### config.mk
export PLATFORM = sky130hd
export DESIGN_NAME = flash_cmd_addr_capture
export DESIGN_NICKNAME = d
export VERILOG_FILES = /design/src/rtl/flash_pkg.sv /design/src/rtl/flash_lane_shifter.sv /design/src/rtl/flash_cmd_addr_capture.sv
export SDC_FILE = /design/constraint.sdc
export NUM_CORES = 1
export LEC_CHECK = 0
export ABC_AREA = 1
export BUFFER_PORTS_ARGS = -buffer_cell sky130_fd_sc_hd__buf_2
export CAP_MARGIN = 25
export CORE_MARGIN = 2
export CORE_UTILIZATION = 53
export CTS_CLUSTER_SIZE = 20
export DETAILED_ROUTE_END_ITERATION = 16
export PLACE_DENSITY = 0.77
export SLEW_MARGIN = 10
export SYNTH_ARGS = -nofsm -noshare
export SYNTH_HDL_FRONTEND = slang
export SYNTH_HIERARCHICAL = 1
export SYNTH_SLANG_ARGS = --single-unit
### constraint.sdc
create_clock -name sck_i -period 5.4 [get_ports sck_i]
set_input_delay 0.81 -clock sck_i [delete_from_list [all_inputs] [get_ports sck_i]]
set_output_delay 0.81 -clock sck_i [all_outputs]
set_load 0.1 [all_outputs]
### src/rtl/flash_pkg.sv
// Shared types for the flash slave command/address front end.
//   lane_mode_e : IO lane width selector (x1/x2/x4/x8)
//   cap_state_e : capture FSM states
//   lanes()     : number of IO pins sampled per sck edge for a lane mode
package flash_pkg;

    typedef enum logic [1:0] {
        LANE_X1,
        LANE_X2,
        LANE_X4,
        LANE_X8
    } lane_mode_e;

    typedef enum logic [1:0] {
        IDLE,
        OPCODE,
        ADDR,
        DONE
    } cap_state_e;

    // Map a lane mode onto the number of bits shifted in per edge.
    function automatic logic [3:0] lanes(input lane_mode_e mode);
        case (mode)
            LANE_X1: lanes = 4'd1;
            LANE_X2: lanes = 4'd2;
            LANE_X4: lanes = 4'd4;
            default: lanes = 4'd8;
        endcase
    endfunction

endpackage

### src/rtl/flash_lane_shifter.sv
// Variable-lane, MSB-first shift register with a bit counter.
// Each shifting edge pushes L = lanes(mode_i) bits of data_i into the
// bottom of the register and advances the counter by L.
//   sck_i        capture clock (rising edge)
//   rst_i        synchronous active-high reset
//   clear_i      synchronous clear of register and counter
//   shift_i      shift one sample this edge (ignored while clearing)
//   mode_i       lane mode used for this sample
//   data_i       pin data, lanes taken from the low bits
//   sr_next_o    register value including the current sample
//   cnt_next_o   bit count including the current sample
module flash_lane_shifter
    import flash_pkg::*;
#(
    parameter int W  = 32,
    parameter int CW = $clog2(W) + 1
) (
    input  logic          sck_i,
    input  logic          rst_i,
    input  logic          clear_i,
    input  logic          shift_i,
    input  lane_mode_e    mode_i,
    input  logic [7:0]    data_i,
    output logic [W-1:0]  sr_next_o,
    output logic [CW-1:0] cnt_next_o
);

    logic [W-1:0]  sr_q, sr_d;
    logic [CW-1:0] cnt_q, cnt_d;
    logic [3:0]    lane_cnt;
    logic [7:0]    lane_mask;

    // Look-ahead values: the top uses them to detect a phase completing on
    // this very edge, so the captured byte includes the last sample.
    always_comb begin
        lane_cnt  = lanes(mode_i);
        lane_mask = 8'((9'd1 << lane_cnt) - 9'd1);
        sr_d      = (sr_q << lane_cnt) | W'(data_i & lane_mask);
        cnt_d     = cnt_q + CW'(lane_cnt);
    end

    // Clear wins over shift so every phase starts from an all-zero register,
    // which is what makes the captured address come out zero-extended.
    always_ff @(posedge sck_i) begin
        if (rst_i || clear_i) begin
            sr_q  <= '0;
            cnt_q <= '0;
        end else if (shift_i) begin
            sr_q  <= sr_d;
            cnt_q <= cnt_d;
        end
    end

    assign sr_next_o  = sr_d;
    assign cnt_next_o = cnt_d;

endmodule

### src/rtl/flash_cmd_addr_capture.sv
// Command/address capture front end for the flash slave.
// Collects a 1- or 2-byte opcode (2-byte form = opcode, ~opcode) followed by
// 0..ADDR_BYTES_MAX address bytes from the IO pins, MSB first, x1/x2/x4/x8.
//   sck_i          capture clock, rising edge
//   rst_i          synchronous active-high reset
//   lane_mode_i    0=x1 1=x2 2=x4 3=x8, latched at frame start
//   addr_bytes_i   address bytes for the frame, latched at frame start, clamped
//   en_frame_i     io_in_i valid this edge; low ends/aborts the frame
//   io_in_i        pin data
//   op_o           last accepted opcode (first byte)
//   addr_o         last captured address, right-aligned
//   op_valid_o     one-cycle pulse: opcode accepted
//   addr_valid_o   one-cycle pulse: address complete
//   op_err_o       one-cycle pulse: opcode complement mismatch
//   abort_o        one-cycle pulse: frame dropped before completion
//   busy_o         high while capturing opcode or address
module flash_cmd_addr_capture
    import flash_pkg::*;
#(
    parameter int OP_BYTES       = 1,
    parameter int ADDR_BYTES_MAX = 4
) (
    input  logic                        sck_i,
    input  logic                        rst_i,
    input  logic [1:0]                  lane_mode_i,
    input  logic [2:0]                  addr_bytes_i,
    input  logic                        en_frame_i,
    input  logic [7:0]                  io_in_i,
    output logic [7:0]                  op_o,
    output logic [8*ADDR_BYTES_MAX-1:0] addr_o,
    output logic                        op_valid_o,
    output logic                        addr_valid_o,
    output logic                        op_err_o,
    output logic                        abort_o,
    output logic                        busy_o
);

    localparam int AW  = 8 * ADDR_BYTES_MAX;
    localparam int OPW = 8 * OP_BYTES;
    localparam int W   = 8 * ((OP_BYTES > ADDR_BYTES_MAX) ? OP_BYTES : ADDR_BYTES_MAX);
    localparam int CW  = $clog2(W) + 1;

    cap_state_e    state_q, state_d;
    lane_mode_e    mode_q, mode_d;
    logic [2:0]    abytes_q, abytes_d, abytes_in, abytes_eff;
    logic [7:0]    op_q, op_d;
    logic [AW-1:0] addr_q, addr_d;
    logic          op_valid_q, op_valid_d;
    logic          addr_valid_q, addr_valid_d;
    logic          op_err_q, op_err_d;
    logic          abort_q, abort_d;
    logic          busy_q, busy_d;

    logic          shift;
    logic [W-1:0]  sr_next;
    logic [CW-1:0] cnt_next;
    logic [OPW-1:0] op_word;
    logic [7:0]    op_first, op_second;

    flash_lane_shifter #(
        .W  (W),
        .CW (CW)
    ) u_shifter (
        .sck_i      (sck_i),
        .rst_i      (rst_i),
        .clear_i    (~shift),
        .shift_i    (shift),
        .mode_i     (mode_d),
        .data_i     (io_in_i),
        .sr_next_o  (sr_next),
        .cnt_next_o (cnt_next)
    );

    // In IDLE the first enabled edge is already a data sample, so the live
    // lane mode and address length are used (and latched) on that edge;
    // afterwards the latched copies hold for the rest of the frame.
    always_comb begin
        abytes_in  = (int'(addr_bytes_i) > ADDR_BYTES_MAX) ? 3'(ADDR_BYTES_MAX) : addr_bytes_i;
        mode_d     = (state_q == IDLE) ? lane_mode_e'(lane_mode_i) : mode_q;
        abytes_eff = (state_q == IDLE) ? abytes_in : abytes_q;
        abytes_d   = abytes_eff;
    end

    // Next-state and output logic. The shifter keeps accumulating only while
    // a phase is in progress; any phase end, frame end or DONE clears it.
    always_comb begin
        state_d      = state_q;
        op_d         = op_q;
        addr_d       = addr_q;
        op_valid_d   = 1'b0;
        addr_valid_d = 1'b0;
        op_err_d     = 1'b0;
        abort_d      = 1'b0;
        shift        = 1'b0;
        op_word      = sr_next[OPW-1:0];
        op_first     = op_word[OPW-1 -: 8];
        op_second    = op_word[7:0];

        if (!en_frame_i) begin
            if (state_q == OPCODE || state_q == ADDR) begin
                abort_d = 1'b1;
            end
            state_d = IDLE;
        end else begin
            case (state_q)
                IDLE, OPCODE: begin
                    if (cnt_next == CW'(OPW)) begin
                        if (OP_BYTES == 2 && op_second != ~op_first) begin
                            op_err_d = 1'b1;
                            state_d  = DONE;
                        end else begin
                            op_d       = op_first;
                            op_valid_d = 1'b1;
                            state_d    = (abytes_eff != 3'd0) ? ADDR : DONE;
                        end
                    end else begin
                        shift   = 1'b1;
                        state_d = OPCODE;
                    end
                end
                ADDR: begin
                    if (cnt_next == CW'({abytes_q, 3'b000})) begin
                        addr_d       = sr_next[AW-1:0];
                        addr_valid_d = 1'b1;
                        state_d      = DONE;
                    end else begin
                        shift = 1'b1;
                    end
                end
                DONE:    state_d = DONE;
                default: state_d = IDLE;
            endcase
        end

        busy_d = (state_d == OPCODE) || (state_d == ADDR);
    end

    // State and output registers; reset discards any frame in progress.
    always_ff @(posedge sck_i) begin
        if (rst_i) begin
            state_q      <= IDLE;
            mode_q       <= LANE_X1;
            abytes_q     <= 3'd0;
            op_q         <= 8'd0;
            addr_q       <= '0;
            op_valid_q   <= 1'b0;
            addr_valid_q <= 1'b0;
            op_err_q     <= 1'b0;
            abort_q      <= 1'b0;
            busy_q       <= 1'b0;
        end else begin
            state_q      <= state_d;
            mode_q       <= mode_d;
            abytes_q     <= abytes_d;
            op_q         <= op_d;
            addr_q       <= addr_d;
            op_valid_q   <= op_valid_d;
            addr_valid_q <= addr_valid_d;
            op_err_q     <= op_err_d;
            abort_q      <= abort_d;
            busy_q       <= busy_d;
        end
    end

    assign op_o         = op_q;
    assign addr_o       = addr_q;
    assign op_valid_o   = op_valid_q;
    assign addr_valid_o = addr_valid_q;
    assign op_err_o     = op_err_q;
    assign abort_o      = abort_q;
    assign busy_o       = busy_q;

endmodule

==> impl_metrics.tcl, run 1 <==
set metrics [dict create \
    synthesis.instances 675 \
    status "finished, final reports clean" \
    synth_ff_type "sky130_fd_sc_hd__dfxtp_1" \
    synthesis.area_um2 4653 \
    reg2reg_from "state_q[0]$_SDFF_PP0_" \
    cp_max_fo 17 \
    number_of_distinct_standard_cells_referenced_by_the_synthesized_netlist 47 \
    io_buffer_count 59 \
    fin_worst_skew_ns 0.01253 \
    syn_nets 699 \
    drt-wirelength-per-cell_um 14.88 \
    first_global_vias 4261 \
    sequential_cell_area_um2 1762 \
    worstSkewPairLatency_ns 0.37 \
    starting_density_of_the_core_pct 53.88 \
    startpoint_type "flip-flop" \
    yosysSeqAreaShare_pct 37.86 \
    fillers 826 \
    dieHeight_um 97.70 \
    grt_antenna_before_repair 0 \
    floorplan.rows 34 \
    timing.final.max_slew_violations 0 \
    place.detailed.hpwl_mm 8.348 \
    globalRoute.totalOverflow 0 \
    cts_resized 0 \
    synth.ff_latch_count 88 \
    drt_pre_antenna_iters 6 \
    power-per-cell-area_nw_per_um2 301.6 \
    finalSetupViolCount 0 \
    timing_worst_setup_path_type "reg2reg" \
    synthesized_area_per_cell_um2 6.894 \
    vdd_drop_max_mv 0.1747 \
    regToRegSetupSlack_ns 0.93 \
    rsz_0062_raised_after_global_routing "false" \
    post_drt_via_cell_ratio 5.554 \
    layout_worst_path_cycle_share_pct 82.74 \
    critical_path_sink_type "flip-flop" \
    grt_pass1_wl_mm 20.24 \
    timing.max_slew.rel_slack_pct 35.32 \
    final_common_cell "sky130_fd_sc_hd__nor2_1" \
    max_cap_viol_count 0 \
    power_mw 1.541 \
    required_ns 5.66 \
    hold_path_class "reg2reg" \
    hold_buffers 0 \
    arrival_ns 4.73 \
    crit_slowest_cell "sky130_fd_sc_hd__ha_1" \
    initialDrtViolationCount 510 \
    worst_hold_path.num_cells 2 \
    h-tree-depth 3 \
    multiInputGateArea_um2 2312 \
    worst_slew_pin_slew_ns 0.9666 \
    cp_dominant_cell_by_count "sky130_fd_sc_hd__inv_1" \
    fin_crit_ns 4.468 \
    final_hold_vios 0 \
    drc 0 \
    die_area_um2 9545 \
    hold_path_sink "u_shifter/cnt_q[0]$_SDFFE_PP0P_" \
    static_leakage_power_nw 2.595 \
    cts_buffer_depth 2 \
    postRouteAntennaNets 0 \
    ys.warnings.count 6 \
    postRouteWirelength_mm 12.28 \
    worstHoldStart "u_shifter/cnt_q[0]$_SDFFE_PP0P_" \
    worstReg2RegEnd "u_shifter/cnt_q[3]$_SDFFE_PP0P_" \
    ff2ff_path_depth 27 \
    grt_usage_pct 25.85 \
    syn2layout_area_growth_pct 9.841 \
    clockRootBuffer "sky130_fd_sc_hd__clkbuf_8" \
    cp_slowest_stage_delay_ns 0.40 \
    drive_gt1_share_pct 15.76 \
    cts_tree "yes" \
    cts_made_buffers 9 \
    routed-via-count 4582 \
    post_cts_buffers 0 \
    nNetsFinal 736 \
    design.portCount 61 \
    gp_congestion 0.9284 \
    cts.clk_slew.worst_paths_ns 0.10 \
    fmax_mhz 223.8 \
    commonest_non_fill_non_tap_cells_in_the_layout "sky130_fd_sc_hd__nor2_1 (130), sky130_fd_sc_hd__nand2_1 (93), sky130_fd_sc_hd__dfxtp_1 (88)" \
    synthArstFlopShare_pct 0 \
    core_region_area_um2 8636 \
    synth-edff-count 0 \
    antennaDiodeCount 0 \
    timing.setup.tns_ns 0 \
    largest_net_degree_at_the_start_of_global_routing 48 \
    floorplan.die.width_um 97.70 \
    clock_sink_count 88 \
]
-- critical path, delay by kind of cell (launching register included) --
kind	cells	cell delay, ns
compound gates	3	0.48
fa+ha+maj	2	0.75
buf+inv	9	1.14
flops	1	0.37
simple gates	13	1.62
-- per-layer routing --
layer	part of all wire [%]	vias up	GRT usage [%]
met5	0	-	0
met4	1.6	0	7.692
met3	7.6	25	5.612
met2	46	221	41.38
met1	45	2080	35.27
li1	-	2256	-
-- worst max path at each step --
stage | from | end | slack [ns] | cells past startpoint
global placement | lane_mode_i[1] | u_shifter/sr_q[18]$_SDFFE_PP0P_ | 1.19 | 24
CTS | state_q[0]$_SDFF_PP0_ | u_shifter/cnt_q[4]$_SDFFE_PP0P_ | 1.0 | 26
detailed placement | state_q[0]$_SDFF_PP0_ | u_shifter/sr_q[25]$_SDFFE_PP0P_ | 1.02 | 26
finish | state_q[0]$_SDFF_PP0_ | u_shifter/cnt_q[3]$_SDFFE_PP0P_ | 0.93 | 27
global route | state_q[0]$_SDFF_PP0_ | u_shifter/cnt_q[4]$_SDFFE_PP0P_ | 0.42 | 26
floorplan | state_q[0]$_SDFF_PP0_ | u_shifter/sr_q[1]$_SDFFE_PP0P_ | 1.70 | 29
-- through the flow --
| step | area (µm²) | worst slack, ns | hold WS [ns] | util, % | cells |
|---|---|---|---|---|---|
| final | 5111 | 0.9319 | 0.4881 | 59.19 | 825 |
| after global routing | 5111 | 0.4220 | 0.5204 | 59.19 | 825 |
| after CTS | 5084 | 0.9956 | 0.4876 | 58.87 | 824 |
| after detailed placement | 4887 | 1.019 | 0.4753 | 56.59 | 808 |
| after global placement | 4887 | 1.191 | 0.4549 | 56.59 | 808 |
| after floorplan | 4653 | 1.698 | 0.4453 | - | 675 |
-- flip-flops by register name (all words and copies together), names as in the netlist --
name             cells
addr_valid_o         1
busy_o               1
addr_o              32
u_shifter/sr_q      31
u_shifter/cnt_q      6
abort_o              1
abytes_q             3
state_q              2
mode_q               2
op_o                 8
op_valid_o           1
-- final cells by class --
type | instances | share of cell area [%]
multi-input cells | 459 | 45.24
flip-flops and latches | 88 | 34.47
repair buffers | 66 | 7.197
inverters | 88 | 6.610
well taps | 108 | 2.644
clock buffers | 9 | 2.424
clock inverters | 7 | 1.420
-- report_power, final --
group / switching (mW) / internal (mW)
Clock: 0.277 / 0.182
Sequential: 0.0211 / 0.675
Combinational: 0.279 / 0.107
-- Yosys cell counts (7+ instances only) --
| library cell | count | area share, % |
|---|---|---|
| sky130_fd_sc_hd__a21oi_1 | 40 | 4.3 |
| sky130_fd_sc_hd__buf_2 | 9 | 0.97 |
| sky130_fd_sc_hd__buf_6 | 8 | 1.9 |
| sky130_fd_sc_hd__clkbuf_1 | 16 | 1.3 |
| sky130_fd_sc_hd__dfxtp_1 | 88 | 38 |
| sky130_fd_sc_hd__ha_1 | 8 | 2.2 |
| sky130_fd_sc_hd__inv_1 | 82 | 6.6 |
| sky130_fd_sc_hd__nand2_1 | 93 | 7.5 |
| sky130_fd_sc_hd__nand3_1 | 24 | 2.6 |
| sky130_fd_sc_hd__nand4_1 | 7 | 0.94 |
| sky130_fd_sc_hd__nor2_1 | 131 | 11 |
| sky130_fd_sc_hd__o21ai_0 | 59 | 6.3 |
| sky130_fd_sc_hd__o21ai_1 | 35 | 3.8 |
| sky130_fd_sc_hd__o22ai_1 | 15 | 2.0 |
-- logic make-up (layout without fill, tap and decap cells) --
| family | Yosys count | in the layout | synth area share (%) |
|---|---|---|---|
| AO/OA/AOI/OAI | 172 | 172 | 20.79 |
| buffers and inverters | 128 | 170 | 12.50 |
| adder cells (fa/ha/maj) | 8 | 8 | 2.151 |
| AND/OR/NAND/NOR | 277 | 277 | 26.27 |
| other | 1 | 1 | 0.08059 |
| XOR/XNOR | 1 | 1 | 0.3497 |
| flip-flops | 88 | 88 | 37.86 |
Power figures use the tool's default switching activity.
==> inputs of run 2 (changes only) <==
- CORE_UTILIZATION: 53 -> 52
- PLACE_DENSITY: 0.77 -> 0.79
- clock period: 5.4 -> 4.1 ns (I/O delays scaled with it)
==> run 2 against run 1 <==
Non-clock buffer count is 7 higher. Sequential share of layout area is 0.70 points lower. Combinational power increased by 38%. Sequential cell count stayed put. Clock-buffer cell count stayed put.
==> impl_metrics.tcl, run 2 (synthesis gave the netlist of run 1 again) <==
set metrics [dict create \
    antennaDiodeCount 0 \
    final_hold_vios 0 \
    stdcell_count 834 \
    fin_worst_skew_ns 0.01454 \
    commonest_non_fill_non_tap_cells_in_the_layout "sky130_fd_sc_hd__nor2_1 (129), sky130_fd_sc_hd__nand2_1 (91), sky130_fd_sc_hd__dfxtp_1 (88)" \
    floorplan.die.width_um 98.60 \
    cts_tree "yes" \
    floorplan.rows 34 \
    place.detailed.hpwl_mm 8.284 \
    worst_slew_pin_slew_ns 0.4985 \
    timing_worst_setup_path_type "reg2reg" \
    largest_net_degree_at_the_start_of_global_routing 42 \
    vdd_drop_max_mv 0.2191 \
    pwr-share-seq_pct 44.5 \
    internal-power_mw 1.286 \
    fmax_mhz 267.9 \
    grt_antenna_before_repair 0 \
    layout_worst_path_cycle_share_pct 91.04 \
    cts_buffer_depth 2 \
    max_ffs_per_register 32 \
    io_buffer_count 59 \
    pwr-share-clk_pct 29.5 \
    cts.clk_slew.worst_paths_ns 0.10 \
    startpoint_type "flip-flop" \
    sw_frac_of_total_pct 37.53 \
    status "finished, final reports clean" \
    grt_pass1_wl_mm 20.41 \
    first_global_vias 4296 \
    gp_congestion 0.9352 \
    core_region_area_um2 8678 \
    drt-wirelength-per-cell_um 14.77 \
    rsz_0062_raised_after_global_routing "false" \
    netSwitchingPower_mw 0.7725 \
    power_mw 2.058 \
    dieHeight_um 98.60 \
    power-per-cell-area_nw_per_um2 394.5 \
    timing.setup.tns_ns 0 \
    worstSkewPairLatency_ns 0.37 \
    die_area_um2 9721 \
    post_drt_via_cell_ratio 5.529 \
    grt_usage_pct 25.38 \
    fin_crit_ns 3.732 \
    post_cts_buffers 0 \
    globalRoute.totalOverflow 0 \
    arrival_ns 4.01 \
    clockRootBuffer "sky130_fd_sc_hd__clkbuf_8" \
    timing.final.max_slew_violations 0 \
    hold_path_class "reg2reg" \
    drive_gt1_share_pct 17.49 \
    postRouteWirelength_mm 12.32 \
    nNetsFinal 745 \
    final_common_cell "sky130_fd_sc_hd__nor2_1" \
    routed-via-count 4611 \
    drc 0 \
    postRouteAntennaNets 0 \
    initialDrtViolationCount 460 \
    design.portCount 61 \
    starting_density_of_the_core_pct 53.62 \
    cts_made_buffers 9 \
    max_cap_viol_count 0 \
    required_ns 4.38 \
    timing.max_slew.rel_slack_pct 66.64 \
    static_leakage_power_nw 2.639 \
    hold_buffers 0 \
    combPwrFrac_pct 25.9 \
    critical_path_sink_type "flip-flop" \
    clock_sink_count 88 \
    finalSetupViolCount 0 \
    dpl.cell_count 815 \
    drt_pre_antenna_iters 5 \
    h-tree-depth 3 \
    cp_max_fo 10 \
    syn2layout_area_growth_pct 12.13 \
]
==> run 2: cell types whose count changed in the layout (fill, tap and decap cells not counted), moves of 2 or more <==
cell,change
sky130_fd_sc_hd__inv_6,-3
sky130_fd_sc_hd__nand2_2,+2
sky130_fd_sc_hd__buf_4,+5
sky130_fd_sc_hd__nand2_1,-2
sky130_fd_sc_hd__inv_8,+2
==> run 2: worst max-delay path, stage by stage, from the launching register on <==
cell and delay (ns):
sky130_fd_sc_hd__dfxtp_1 0.42, sky130_fd_sc_hd__inv_1 0.12, sky130_fd_sc_hd__ha_4 0.21, sky130_fd_sc_hd__inv_1 0.09, sky130_fd_sc_hd__nand2_1 0.08, sky130_fd_sc_hd__nand2_2 0.23, sky130_fd_sc_hd__nand2_2 0.13, sky130_fd_sc_hd__inv_2 0.08
sky130_fd_sc_hd__ha_1 0.26, sky130_fd_sc_hd__nand2_1 0.09, sky130_fd_sc_hd__inv_1 0.06, sky130_fd_sc_hd__a21oi_1 0.21, sky130_fd_sc_hd__nand2_1 0.08, sky130_fd_sc_hd__nand2_1 0.07, sky130_fd_sc_hd__nand2_1 0.09, sky130_fd_sc_hd__inv_1 0.07
sky130_fd_sc_hd__nand2_1 0.05, sky130_fd_sc_hd__nand2_1 0.11, sky130_fd_sc_hd__nor2_4 0.06, sky130_fd_sc_hd__nand2_4 0.10, sky130_fd_sc_hd__a21boi_0 0.11, sky130_fd_sc_hd__nor2_2 0.17, sky130_fd_sc_hd__inv_1 0.10, sky130_fd_sc_hd__nor2_4 0.20
sky130_fd_sc_hd__clkinvlp_4 0.19, sky130_fd_sc_hd__a211oi_1 0.25
==> run 2: final cells by class <==
cell class                      instances  area, µm²
Clock buffer                            9      123.9
Timing Repair inverter                  2      12.51
Sequential cell                        88       1762
Timing Repair Buffer                   73      431.7
Multi-Input combinational cell        459       2337
Tap cell                              108      135.1
Fill cell                             835       3461
Inverter                               88      340.3
Clock inverter                          7      75.07
==> run 2: per-layer routing <==
layer  routed length (µm)  global-route usage [%]
met3                 1000                   4.326
met1                 5486                   34.80
met2                 5517                   40.29
met5                    0                       0
met4                  317                   9.484
==> run 2: power by group through the flow <==
stage	sequential, mW	clock (mW)	combinational [mW]
final	0.917	0.608	0.533
after global routing	0.920	0.651	0.584
after CTS	0.915	0.620	0.507
after detailed placement	0.934	0	0.504
after global placement	0.934	0	0.495
after floorplan	0.978	0	0.356
==> run 2: final timing paths <==
path	start	slack, ns	depth (start not counted)	endpoint
max reg2reg	state_q[0]$_SDFF_PP0_	0.37	25	u_shifter/cnt_q[2]$_SDFFE_PP0P_
min	u_shifter/cnt_q[0]$_SDFFE_PP0P_	0.48	2	u_shifter/cnt_q[0]$_SDFFE_PP0P_
min reg2reg	u_shifter/cnt_q[0]$_SDFFE_PP0P_	0.48	2	u_shifter/cnt_q[0]$_SDFFE_PP0P_
max	state_q[0]$_SDFF_PP0_	0.37	25	u_shifter/cnt_q[2]$_SDFFE_PP0P_
==> run 2: per-stage QoR <==
step                util [%]  hold WS [ns]  area, µm²  worst slack, ns
floorplan                  -        0.4453       4653           0.3977
global placement       56.92        0.4643       4940           0.3566
detailed placement     56.92        0.4689       4940           0.1342
CTS                    59.21        0.4828       5139          0.09846
global route           60.12        0.4911       5218         0.005954
finish                 60.12        0.4819       5218           0.3676
==> run 2: repair_timing <==
item,in CTS,in global routing
setup endpoints to repair,0,37
gates resized for setup,0,13
hold endpoints to repair,0,0
